## config.mk

```make
export PLATFORM = sky130hd
export DESIGN_NAME = writeback_regfile
export DESIGN_NICKNAME = d
export VERILOG_FILES = /design/src/rtl/writeback_regfile.sv
export SDC_FILE = /design/constraint.sdc
export NUM_CORES = 2
export LEC_CHECK = 0
export ABC_AREA = 1
export BUFFER_PORTS_ARGS = -buffer_cell sky130_fd_sc_hd__buf_4
export CAP_MARGIN = 20
export CORE_ASPECT_RATIO = 0.75
export CORE_MARGIN = 2
export CORE_UTILIZATION = 45
export CTS_CLUSTER_SIZE = 10
export DETAILED_ROUTE_END_ITERATION = 6
export GPL_TIMING_DRIVEN = 0
export PLACE_DENSITY = 0.58
export SYNTH_ARGS = -nofsm -noshare
export SYNTH_HDL_FRONTEND = slang
export SYNTH_SLANG_ARGS = --single-unit
```

## constraint.sdc

```tcl
create_clock -name clk -period 29.8 [get_ports clk]
set_input_delay 4.47 -clock clk [delete_from_list [all_inputs] [get_ports clk]]
set_output_delay 4.47 -clock clk [all_outputs]
set_load 0.02 [all_outputs]
```

## src/rtl/writeback_regfile.sv

```systemverilog
// writeback_regfile
//   Consumer end of the MEM/WB pipeline register. It selects the writeback
//   value (load data or ALU result), writes the register file, serves two
//   decode read ports with same-cycle write-through, and keeps a per-register
//   count of in-flight writes. That count drives the decode-stage stall.
//
//   All state updates on the falling clock edge, which is the same edge the
//   pipeline registers use. rst is asynchronous and active-high. Reset clears
//   both the register file and the pending-write counters.
//
//   Optional feature: define ZERO_REG_EN to hardwire register 0 to zero.
//   Register 0 then ignores writes, gets no bypass, is never counted as
//   pending, and never causes a stall. wb_data still shows the mux output.
//
// Ports
//   clk, rst                    clock (negedge active), async active-high reset
//   MemToReg_wb                 1: write back mem_wb, 0: write back alu_wb
//   RegWrite_wb                 writeback enable
//   mem_wb, alu_wb              candidate writeback values
//   RA3_wb                      writeback destination register
//   rs1, rs2 / rd1, rd2         decode read addresses / combinational read data
//   issue_valid                 an instruction leaves decode this cycle
//   issue_regwrite, issue_rd    the issued instruction writes register issue_rd
//   wb_data                     selected writeback value, for forwarding
//   stall                       decode must hold; issue_valid is ignored while high
module writeback_regfile #(
  parameter int DATA_W = 32,
  parameter int ADDR_W = 4,
  parameter int CNT_W  = 2
) (
  input  logic              clk,
  input  logic              rst,
  input  logic              MemToReg_wb,
  input  logic              RegWrite_wb,
  input  logic [DATA_W-1:0] mem_wb,
  input  logic [DATA_W-1:0] alu_wb,
  input  logic [ADDR_W-1:0] RA3_wb,
  input  logic [ADDR_W-1:0] rs1,
  input  logic [ADDR_W-1:0] rs2,
  output logic [DATA_W-1:0] rd1,
  output logic [DATA_W-1:0] rd2,
  input  logic              issue_valid,
  input  logic              issue_regwrite,
  input  logic [ADDR_W-1:0] issue_rd,
  output logic [DATA_W-1:0] wb_data,
  output logic              stall
);

  localparam int NUM_REGS = 2 ** ADDR_W;
  localparam logic [CNT_W-1:0] CNT_MAX = '1;

  logic [DATA_W-1:0]   regs [NUM_REGS];
  logic [CNT_W-1:0]    cnt  [NUM_REGS];
  logic                we;
  logic                issue_go;
  logic [NUM_REGS-1:0] dec_vec;
  logic [NUM_REGS-1:0] inc_vec;
  logic [NUM_REGS-1:0] busy_vec;

  // Writeback selection and effective write enable
  always_comb begin
    wb_data = MemToReg_wb ? mem_wb : alu_wb;
`ifdef ZERO_REG_EN
    we = RegWrite_wb && (RA3_wb != '0);
`else
    we = RegWrite_wb;
`endif
  end

  // A register whose only pending writer retires this cycle is not busy:
  // the write-through path already delivers that value to decode.
  always_comb begin
    dec_vec  = '0;
    busy_vec = '0;
    for (int r = 0; r < NUM_REGS; r++) begin
      dec_vec[r]  = we && (RA3_wb == ADDR_W'(r));
      busy_vec[r] = (cnt[r] != '0) && !((cnt[r] == CNT_W'(1)) && dec_vec[r]);
    end
  end

  // A full counter also stalls, so the counter can never wrap.
  always_comb begin
    stall = busy_vec[rs1] || busy_vec[rs2] ||
            (issue_regwrite && (cnt[issue_rd] == CNT_MAX));
  end

  always_comb begin
`ifdef ZERO_REG_EN
    issue_go = issue_valid && issue_regwrite && !stall && (issue_rd != '0);
`else
    issue_go = issue_valid && issue_regwrite && !stall;
`endif
    inc_vec = '0;
    for (int r = 0; r < NUM_REGS; r++) begin
      inc_vec[r] = issue_go && (issue_rd == ADDR_W'(r));
    end
  end

  // Read ports with same-cycle write-through. With ZERO_REG_EN, we is never
  // set for register 0, and regs[0] stays at its reset value of zero.
  always_comb begin
    rd1 = (we && (RA3_wb == rs1)) ? wb_data : regs[rs1];
    rd2 = (we && (RA3_wb == rs2)) ? wb_data : regs[rs2];
  end

  // Register file state
  always_ff @(negedge clk or posedge rst) begin
    if (rst) begin
      for (int r = 0; r < NUM_REGS; r++) regs[r] <= '0;
    end else if (we) begin
      regs[RA3_wb] <= wb_data;
    end
  end

  // Pending-write counters. Simultaneous issue and retire leaves the count
  // unchanged. A retire with nothing pending saturates at zero.
  always_ff @(negedge clk or posedge rst) begin
    if (rst) begin
      for (int r = 0; r < NUM_REGS; r++) cnt[r] <= '0;
    end else begin
      for (int r = 0; r < NUM_REGS; r++) begin
        case ({inc_vec[r], dec_vec[r]})
          2'b10:   cnt[r] <= cnt[r] + CNT_W'(1);
          2'b01:   if (cnt[r] != '0) cnt[r] <= cnt[r] - CNT_W'(1);
          default: cnt[r] <= cnt[r];
        endcase
      end
    end
  end

endmodule
```

After elaboration in Yosys (flattened, before gate mapping). Index checks and enable logic that the tools add are counted.

Bits of input ports: 86. Bits in registers: 544. Output and inout bits: 97. Logic and storage cells: 362.

Muxes and demuxes: 51. Add/subtract/negate cells: 32. Reduce and logical (&&, ||, !) cells: 139. Equality and inequality tests: 97. $lt $le $gt $ge: 7. Bitwise logic cells: 4.

Operators with widths (count): $bwmux W512 (1); $bmux W32 S4 (2); $mux W32 (8); $demux W32 S4 (1); $logic_and A1 B1 Y1 (70); $eq A2 B1 Y1 const B (32); $eq A4 B4 Y1 const B (16); $pmux W2 S2 (16); $reduce_bool A2 Y1 (32); $mux W2 (18); $eq A2 B2 Y1 const B (17); $add A2 B1 Y2 const B (16); $eq A4 B3 Y1 const B (8); $ne A2 B2 Y1 const B (16); $reduce_and A2 Y1 (16); $sub A2 B1 Y2 const B (16); $ge A5 B5 Y1 const B (4); $not A4 Y5 (4); $logic_not A1 Y1 (17); $eq A4 B2 Y1 const B (4); $lt A4 B5 Y1 const B (2); $bmux W1 S4 (2); $bmux W2 S4 (1); $eq A4 B1 Y1 const B (2); other kinds (5) (9).

Logic depth before layout (Yosys ltp).
Depth in word-level cells: 15. Mapped depth: 20. Gate-level depth less buffers: 19.

==> impl_metrics.json <==
{
  "final_hold_viol_count": 0,
  "combPwrFrac": 0.285,
  "cts_made_buffers": 67,
  "hold_path.class": "reg2reg",
  "grt.met2_usage": 0.660,
  "die_area_um2": 71800,
  "critPathRequiredTime_ns": 25.33,
  "synth_top_area_frac": 0.434,
  "outcome": "finished with violations",
  "io_pins": 183,
  "r2r_end": "cnt[10]",
  "drtPass1Iterations": 7,
  "synth_area_leaders": "dfrtn_1, o21ai_0, nand2_1, nor2_1, clkbuf_1",
  "start_util": 0.457,
  "final_common_cell": "o21ai_0",
  "die_h_um": 233,
  "p_seq_frac": 0.415,
  "gp_congestion": 1.08,
  "nets": 4773,
  "worst_slack_ns": 7.52,
  "internal-power_uw": 1580,
  "ant_nets": 0,
  "synth_seq_cells": 544,
  "critPathTopFamily": "simple AND/OR/NAND/NOR gates",
  "cts_sinks": 544,
  "cts-hold-fix-buffers": 0,
  "grt_max_degree": 41,
  "crit_fanout": 10,
  "worstSetupStartpointType": "register",
  "leakagePower_uw": 0.0164,
  "crit_path_cell_trace": "ha_1 > nand2_1 > nand2_1 > nand2_1 > nand3_1 > nand3_1 > nand2_1 > nand2_1 > nand2_2 > inv_2 > nor2_4 > buf_4 > inv_1 > buf_4",
  "drv_slew": 0,
  "synth_fp_nets": 4467,
  "rows": 83,
  "antenna_found_initial": 11,
  "wl_per_cell_um": 35.1,
  "synth_largest_area_cell": "dfrtn_1",
  "slowest_stage": "dfrtn_1",
  "post_cts_buffers": 0,
  "worst_r2r_path_depth": 15,
  "drive_gt1_frac": 0.0783,
  "powerDensity_nw_per_um2": 70.1,
  "max_slew_margin": 0.0485,
  "violations": "DRC",
  "hold_ws_ns": 0.451,
  "hold_start": "regs[350]",
  "worst_pin_slew_ns": 1.43,
  "grt_util_met1": 0.702,
  "area_growth_pct": 17.2,
  "hold_depth": 2,
  "power_frac_clock": 0.300,
  "timing.rr.start": "cnt[20]",
  "dp_hpwl_um": 143000,
  "drt_iter0_markers": 8209,
  "vias": 38800,
  "clkLatencyLatePin_ns": 0.63,
  "synth_area_per_cell_um2": 7.21,
  "grt_overflow": 0,
  "setup_viol": 0,
  "vias_per_cell": 6.90,
  "mostFrequentLayoutCells": "o21ai_0, nand2_1, dfrtn_1",
  "clockBufferDepth": 3,
  "gr-usage-met3": 0.301,
  "synthesis.instances": 4349,
  "worstSetupPathType": "reg2out",
  "synthesis.area_um2": 31300,
  "wirelength_um": 197000,
  "critPathMaxStageDelay_ns": 0.48,
  "ys_seq_area_frac": 0.434,
  "first_global_vias": 34200,
  "core_area_um2": 68600,
  "grt_usage": 0.536,
  "p_sw_uw": 1000,
  "h-tree-depth": 3,
  "arrival_ns": 17.81,
  "r2r_slack_ns": 27.02,
  "crit_path_frequent_cell": "nand2_1",
  "rsz0062_at_grt": "false",
  "drc_errors": 21,
  "crit_buf_inv": 4,
  "cts-resized-gates": 0,
  "ir_drop_mv": 0.0644,
  "root_buffer": "clkbuf_16",
  "pre_cts_ws_ns": 7.31,
  "numPortBuffers": 175,
  "drv_cap": 0,
  "switching_share": 0.388,
  "clock_skew_ns": 0.0105,
  "ys_types": 29,
  "post-route-util": 0.535,
  "tritoncts": "yes",
  "top_usage_layer": "met1",
  "min_to": "regs[350]",
  "grt_pass1_wl_um": 265000,
  "clk_pin_slew_ns": 0.05,
  "critical_path.endpoint_type": "output pin",
  "dieWidth_um": 309,
  "yosys_warnings": 0
}
[worst register-to-register path: stages (launching register included)]
cell	delay [ns]
dfrtn_1	0.48
ha_1	0.17
nand2_1	0.05
nand2_1	0.24
nand2_1	0.09
nand3_1	0.09
nand3_1	0.08
nand2_1	0.06
nand2_1	0.06
nand2_2	0.24
inv_2	0.08
nor2_4	0.22
buf_4	0.23
nand4_1	0.28
nand3_1	0.20
nand2_1	0.06
[synth_stat cells, drive strengths merged]
| master | instances |
|---|---|
| a21oi | 193 |
| a221oi | 2 |
| a22oi | 3 |
| a31oi | 72 |
| buf | 45 |
| clkbuf | 327 |
| clkinv | 11 |
| dfrtn | 544 |
| ha | 32 |
| inv | 250 |
| nand2 | 874 |
| nand3 | 197 |
| nand3b | 1 |
| nand4 | 34 |
| nor2 | 497 |
| o2111ai | 2 |
| o211ai | 58 |
| o21ai | 1049 |
| o221ai | 120 |
| o22ai | 38 |
[sequential cells by signal (all words and copies together), names as in the netlist]
name  flops
cnt      32
regs    512
[power by group through the flow]
stage               Sequential (µW)  Combinational, µW  Clock, µW
global route                   1080                782        792
floorplan                      1010                429          0
finish                         1070                734        773
global placement               1070                663          0
CTS                            1060                684        761
detailed placement             1060                683          0
[per-stage QoR]
| stage | total power [µW] | instance area [µm²] | cells | TNS [ns] |
|---|---|---|---|---|
| 6_report | 2580 | 36700 | 5628 | 0 |
| 4_1_cts | 2500 | 36300 | 5582 | 0 |
| 3_3_place_gp | 1730 | 33800 | 5459 | -80.77 |
| 5_1_grt | 2650 | 36700 | 5613 | 0 |
| 2_1_floorplan | 1440 | 31300 | 4349 | 0 |
| 3_5_place_dp | 1750 | 34400 | 5491 | 0 |
[per-layer routing]
| layer | vias up | part of all wire |
|---|---|---|
| met2 | 4057 | 0.36 |
| met4 | 4 | 0.079 |
| met5 | - | 0.00051 |
| met1 | 18400 | 0.37 |
| met3 | 963 | 0.19 |
| li1 | 15400 | - |
[kinds of logic (layout without fill, tap and decap cells)]
family,count (synthesis),in the layout,share of synthesized area
simple gates,1603,1603,0.207
compound gates,1537,1537,0.270
flops,544,544,0.434
other cells,0,16,0
buf+inv,633,961,0.0766
fa+ha+maj,32,32,0.0128
[worst max path at each step]
stage                     slack, ns  depth (start not counted)       from  endpoint
final                          7.52                         14    cnt[20]     stall
after global routing           7.39                         15    cnt[16]     stall
after CTS                      7.62                         14     cnt[4]     stall
after detailed placement       7.31                         20  RA3_wb[3]   cnt[10]
after global placement        -0.24                          2        rst   cnt[17]
after floorplan                3.27                          1        rst    cnt[0]
[layout make-up]
cell class | count | area, µm²
antenna | 16 | 40.0
buffer | 372 | 1420
clock buffer | 81 | 1810
clock inverter | 10 | 87.6
fill | 6842 | 31900
inverter | 261 | 983
multi-input combinational | 3172 | 15300
sequential | 544 | 13600
tap | 935 | 1170
timing repair buffer | 237 | 2280
Note: power is estimated with default switching activity, not from simulation.
